`src/rtl/timer_arb.sv`:
```
// Round-robin arbiter that lends one shared down-counter to NREQ timeout requesters.
// Optional macro TIMER_ARB_ABORT_EN adds an abort input that cancels a running timeout.
//
// state | meaning
// IDLE  | counter free; any pending req is arbitrated this cycle
// RUN   | counter owned by owner_q, counting down to zero
module timer_arb #(
    parameter int NREQ = 4,
    parameter int CW   = 16
) (
    input  logic                       clk,
    input  logic                       rst,
`ifdef TIMER_ARB_ABORT_EN
    input  logic                       abort,
`endif
    input  logic [NREQ-1:0]            req,
    input  logic [NREQ*CW-1:0]         len,
    output logic [NREQ-1:0]            gnt,
    output logic [NREQ-1:0]            done,
    output logic                       busy,
    output logic [$clog2(NREQ)-1:0]    owner
);

    localparam int OW = $clog2(NREQ);

    typedef enum logic {IDLE, RUN} state_t;

    state_t          state_q, state_d;
    logic [CW-1:0]   cnt_q, cnt_d;
    logic [OW-1:0]   owner_q, owner_d;
    logic [NREQ-1:0] gnt_q, gnt_d;
    logic [NREQ-1:0] done_q, done_d;
    logic            busy_q, busy_d;

    logic            found;
    logic [OW-1:0]   win_idx;
    logic [CW-1:0]   win_len;
    logic            abort_req;

`ifdef TIMER_ARB_ABORT_EN
    assign abort_req = abort;
`else
    assign abort_req = 1'b0;
`endif

    // Round-robin search starts just past the last owner and wraps.
    always_comb begin
        found   = 1'b0;
        win_idx = owner_q;
        for (int k = 1; k <= NREQ; k++) begin
            int idx;
            idx = (int'(owner_q) + k) % NREQ;
            if (!found && req[OW'(idx)]) begin
                found   = 1'b1;
                win_idx = OW'(idx);
            end
        end
    end

    always_comb begin
        win_len = '0;
        for (int i = 0; i < NREQ; i++) begin
            if (OW'(i) == win_idx) begin
                win_len = len[i*CW +: CW];
            end
        end
    end

    always_comb begin
        state_d = state_q;
        cnt_d   = cnt_q;
        owner_d = owner_q;
        gnt_d   = '0;
        done_d  = '0;
        case (state_q)
            IDLE: begin
                if (found) begin
                    state_d          = RUN;
                    owner_d          = win_idx;
                    // A zero length behaves like one cycle.
                    cnt_d            = (win_len == '0) ? '0 : win_len - CW'(1);
                    gnt_d[win_idx]   = 1'b1;
                end
            end
            RUN: begin
                if (abort_req) begin
                    state_d = IDLE;
                end else if (cnt_q == '0) begin
                    state_d         = IDLE;
                    done_d[owner_q] = 1'b1;
                end else begin
                    cnt_d = cnt_q - CW'(1);
                end
            end
            default: state_d = IDLE;
        endcase
        busy_d = (state_d == RUN);
    end

    always_ff @(posedge clk) begin
        if (!rst) begin
            state_q <= IDLE;
            cnt_q   <= '0;
            owner_q <= OW'(NREQ - 1);
            gnt_q   <= '0;
            done_q  <= '0;
            busy_q  <= 1'b0;
        end else begin
            state_q <= state_d;
            cnt_q   <= cnt_d;
            owner_q <= owner_d;
            gnt_q   <= gnt_d;
            done_q  <= done_d;
            busy_q  <= busy_d;
        end
    end

    assign gnt   = gnt_q;
    assign done  = done_q;
    assign busy  = busy_q;
    assign owner = owner_q;

endmodule

```
`config.mk`:
```
export PLATFORM = sky130hd
export DESIGN_NAME = timer_arb
export DESIGN_NICKNAME = d
export VERILOG_FILES = /design/src/rtl/timer_arb.sv
export SDC_FILE = /design/constraint.sdc
export NUM_CORES = 1
export LEC_CHECK = 0
export BUFFER_PORTS_ARGS = -buffer_cell sky130_fd_sc_hd__buf_4
export CELL_PAD_IN_SITES_DETAIL_PLACEMENT = 0
export CELL_PAD_IN_SITES_GLOBAL_PLACEMENT = 2
export CORE_ASPECT_RATIO = 0.8
export CORE_MARGIN = 1
export CORE_UTILIZATION = 32
export CTS_CLUSTER_DIAMETER = 200
export DETAILED_ROUTE_END_ITERATION = 16
export PLACE_DENSITY_LB_ADDON = 0.1
export SYNTH_ARGS = -nofsm -noshare
export SYNTH_HDL_FRONTEND = slang
export SYNTH_SLANG_ARGS = --single-unit
```
`constraint.sdc`:
```
create_clock -name clk -period 8.1 [get_ports clk]
set_clock_uncertainty 0.05 [all_clocks]
set_input_delay 0.81 -clock clk [delete_from_list [all_inputs] [get_ports clk]]
set_output_delay 0.81 -clock clk [all_outputs]
set_load 0.01 [all_outputs]
```
==> results.yml <==
min_path:
  hp-start: "cnt_q[1]"
  hp-class: "flip-flop to flip-flop"
  whs_path_depth: 1
  hold_path_end: "cnt_q[1]"
synthesis:
  netlist_top_cells_count: "nand2_1, dfxtp_1, mux2i_1, nor2_1, and2_1"
  yosys.area.top_type: "dfxtp_1"
  syn_avg_cell_area_um2: 7.96
  yosys.area.top_type_share_pct: 19.9
  syn_inst: 341
  yosysWarnings: 0
  ys_ff_latch: 27
  synth_ff_type: "dfxtp_1"
  ys_top_cells_by_area: "dfxtp_1, mux2i_1, nand2_1"
  synth-edff-count: 0
  ys_seq_area_share_pct: 19.9
  netlist_area_um2: 2720
  yosysMostFrequentCell: "nand2_1"
  synth-async-reset-ratio_pct: 0
  synth.distinct_cells: 62
  postSynthNetCount: 417
setup_path:
  crit_path_start_kind: "flip-flop"
  rr_worst_depth: 11
  critPathCaptureType: "flip-flop"
  crit_required_ns: 8.23
  cp.arrival_ns: 6.16
  reg2reg_to: "cnt_q[7]"
  cp_max_fo: 31
  worstReg2RegStart: "owner[0]"
  r2r_slack_ns: 2.07
  critPathKind: "flip-flop to flip-flop"
grt:
  antenna_found_initial: 0
  grt-ovfl-total: 0
  grt_util_all_layers_pct: 19.6
  grt_pass1_wl_mm: 13.9
  grt_pass1_vias: 2650
  grt_max_degree: 32
drt:
  first_pass_iters: 4
  drc: 0
  postRouteAntennaNets: 0
  wirelength_mm: 8.49
  drt_iter0_drc: 144
  via_per_inst: 5.40
  wl_per_cell_um: 16.4
  vias: 2790
sta:
  period_share_pct: 74.5
  hold_viol_final: 0
  rsz0062_at_grt: "no"
  fmax_mhz: 166
  slew_headroom_pct: 34.7
  tightest_slew_ns: 0.976
  slew_viol_final: 0
  tns_ns: 0
  hold-worst-slack_ns: 0.521
  min_period_ns: 6.03
  setup_slack_ns: 2.07
  finalSetupViolations: 0
placed_design:
  place_ws_ns: 2.07
  numPortBuffers: 80
  hpwl_mm: 6.63
  gp_congestion: 0.803
final_layout:
  drive_gt1_share_pct: 27.4
  area_delta_synth_final_pct: 26.0
  antenna_cells: 0
  nNetsFinal: 486
  fin_util_pct: 42.3
power:
  power.leakage_nw: 1.48
  switching_share_pct: 51.7
  seqPwrFrac_pct: 18.9
  worst_ir_drop_vdd_uv: 109
  p_sw_mw: 0.666
  comb_power_share_pct: 74.9
  pwr-share-clk_pct: 6.2
  power.density_nw_per_um2: 377
  power.total_mw: 1.29
  internal_power_mw: 0.623
clocking:
  cts.sinks: 27
  cts_tree: "done"
  cts_buffer_depth: 2
  cts_max_level: 1
  cts.clk_slew.worst_paths_ns: 0.10
  insertion_delay_ns: 0.28
  hold_buffers: 0
  cts_root_buf: "clkbuf_8"
  cts_setup_buffers: 0
  cts_resized: 0
  cts_buffers: 3
floorplan:
  core-area_um2: 8090
  die_x_um: 105
  fp.dieH_um: 84.4
  fp-row-count: 29
  io_pins: 81
  initial_core_util_pct: 33.6
  die_area_um2: 8860
status:
  status: "completed"
flow_run:
  max-cap-violations: 0
## cells in the final DEF (no fill, tap or decap), types with 3 or more instances in the layout
master,count
or3_1,4
inv_1,7
o22ai_1,4
buf_4,82
nor2_1,23
a22o_1,4
and3_1,3
o211a_1,5
mux2_2,8
nor2b_1,3
a221o_1,10
xor2_1,4
nand3_1,10
and2_1,21
o211ai_1,8
ha_1,6
a21oi_1,17
dfxtp_1,27
nor3_1,15
nand2b_1,3
a21o_1,3
o31ai_1,5
nand2_1,37
nor4_1,6
clkbuf_8,3
mux2i_1,23
xnor2_1,10
o21ai_0,14
## metal layers
| metal | vias to the layer above | global-route usage, % | wire length [um] |
|---|---|---|---|
| li1 | 1411 | - | - |
| met3 | 2 | 1.79 | 385 |
| met5 | - | 0 | 0 |
| met1 | 1273 | 29.2 | 4400 |
| met2 | 104 | 30.8 | 3660 |
| met4 | 0 | 3.84 | 43 |
## registers in the layout (all words and copies together), names as in the netlist
register / count
owner: 2
done: 4
busy: 1
cnt_q: 16
gnt: 4
## power by group through the flow
stage               combinational, mW  clock [mW]  sequential (mW)
floorplan                       0.742           0            0.226
global route                     1.07      0.0899            0.254
CTS                             0.967      0.0832            0.244
global placement                0.958           0            0.247
finish                          0.965      0.0798            0.244
detailed placement              0.961           0            0.247
## final cells by class
cell class | instances | area [um^2]
clock inverters | 1 | 5.00
well taps | 108 | 135
clock buffers | 3 | 41.3
fillers | 839 | 4670
multi-input cells | 287 | 2050
inverters | 9 | 33.8
repair buffers | 82 | 616
flip-flops and latches | 27 | 541
## how the worst max path moves through the flow
stage	from	end	cells after the start
after floorplan	owner[0]	cnt_q[1]	21
after global placement	owner[0]	cnt_q[9]	11
after detailed placement	owner[0]	cnt_q[11]	11
after CTS	owner[0]	cnt_q[11]	11
after global routing	owner[0]	cnt_q[7]	11
final	owner[0]	cnt_q[7]	11
## logic make-up (layout without fill, tap and decap cells)
group / count (synthesis) / count (layout) / synth area share, %
xor gates and xnor gates: 14 / 14 / 4.52
and+or+nand+nor: 135 / 135 / 25.3
adders and majority gates: 6 / 6 / 2.76
buffers and inverters: 27 / 95 / 4.84
muxes: 35 / 35 / 14.6
DFF: 27 / 27 / 19.9
AOI/OAI and AO/OA: 97 / 97 / 28.2
## worst max-delay path, cell delays in order (launching register included)
cell and delay (ns):
dfxtp_1 0.94, clkinv_1 0.56, ha_1 0.61, mux2i_1 0.22, a21boi_2 0.25, o21ai_4 0.77, mux4_2 0.66, a2111oi_4 0.43
nand4_4 0.19, o41ai_4 0.75, nor2_1 0.23, a22o_1 0.26
## per-stage QoR
step | cells | instance area, um^2
final | 517 | 3420
after global routing | 517 | 3420
after CTS | 517 | 3420
after detailed placement | 513 | 3380
after global placement | 513 | 3380
after floorplan | 341 | 2720
(Power assumes the default switching activity.)
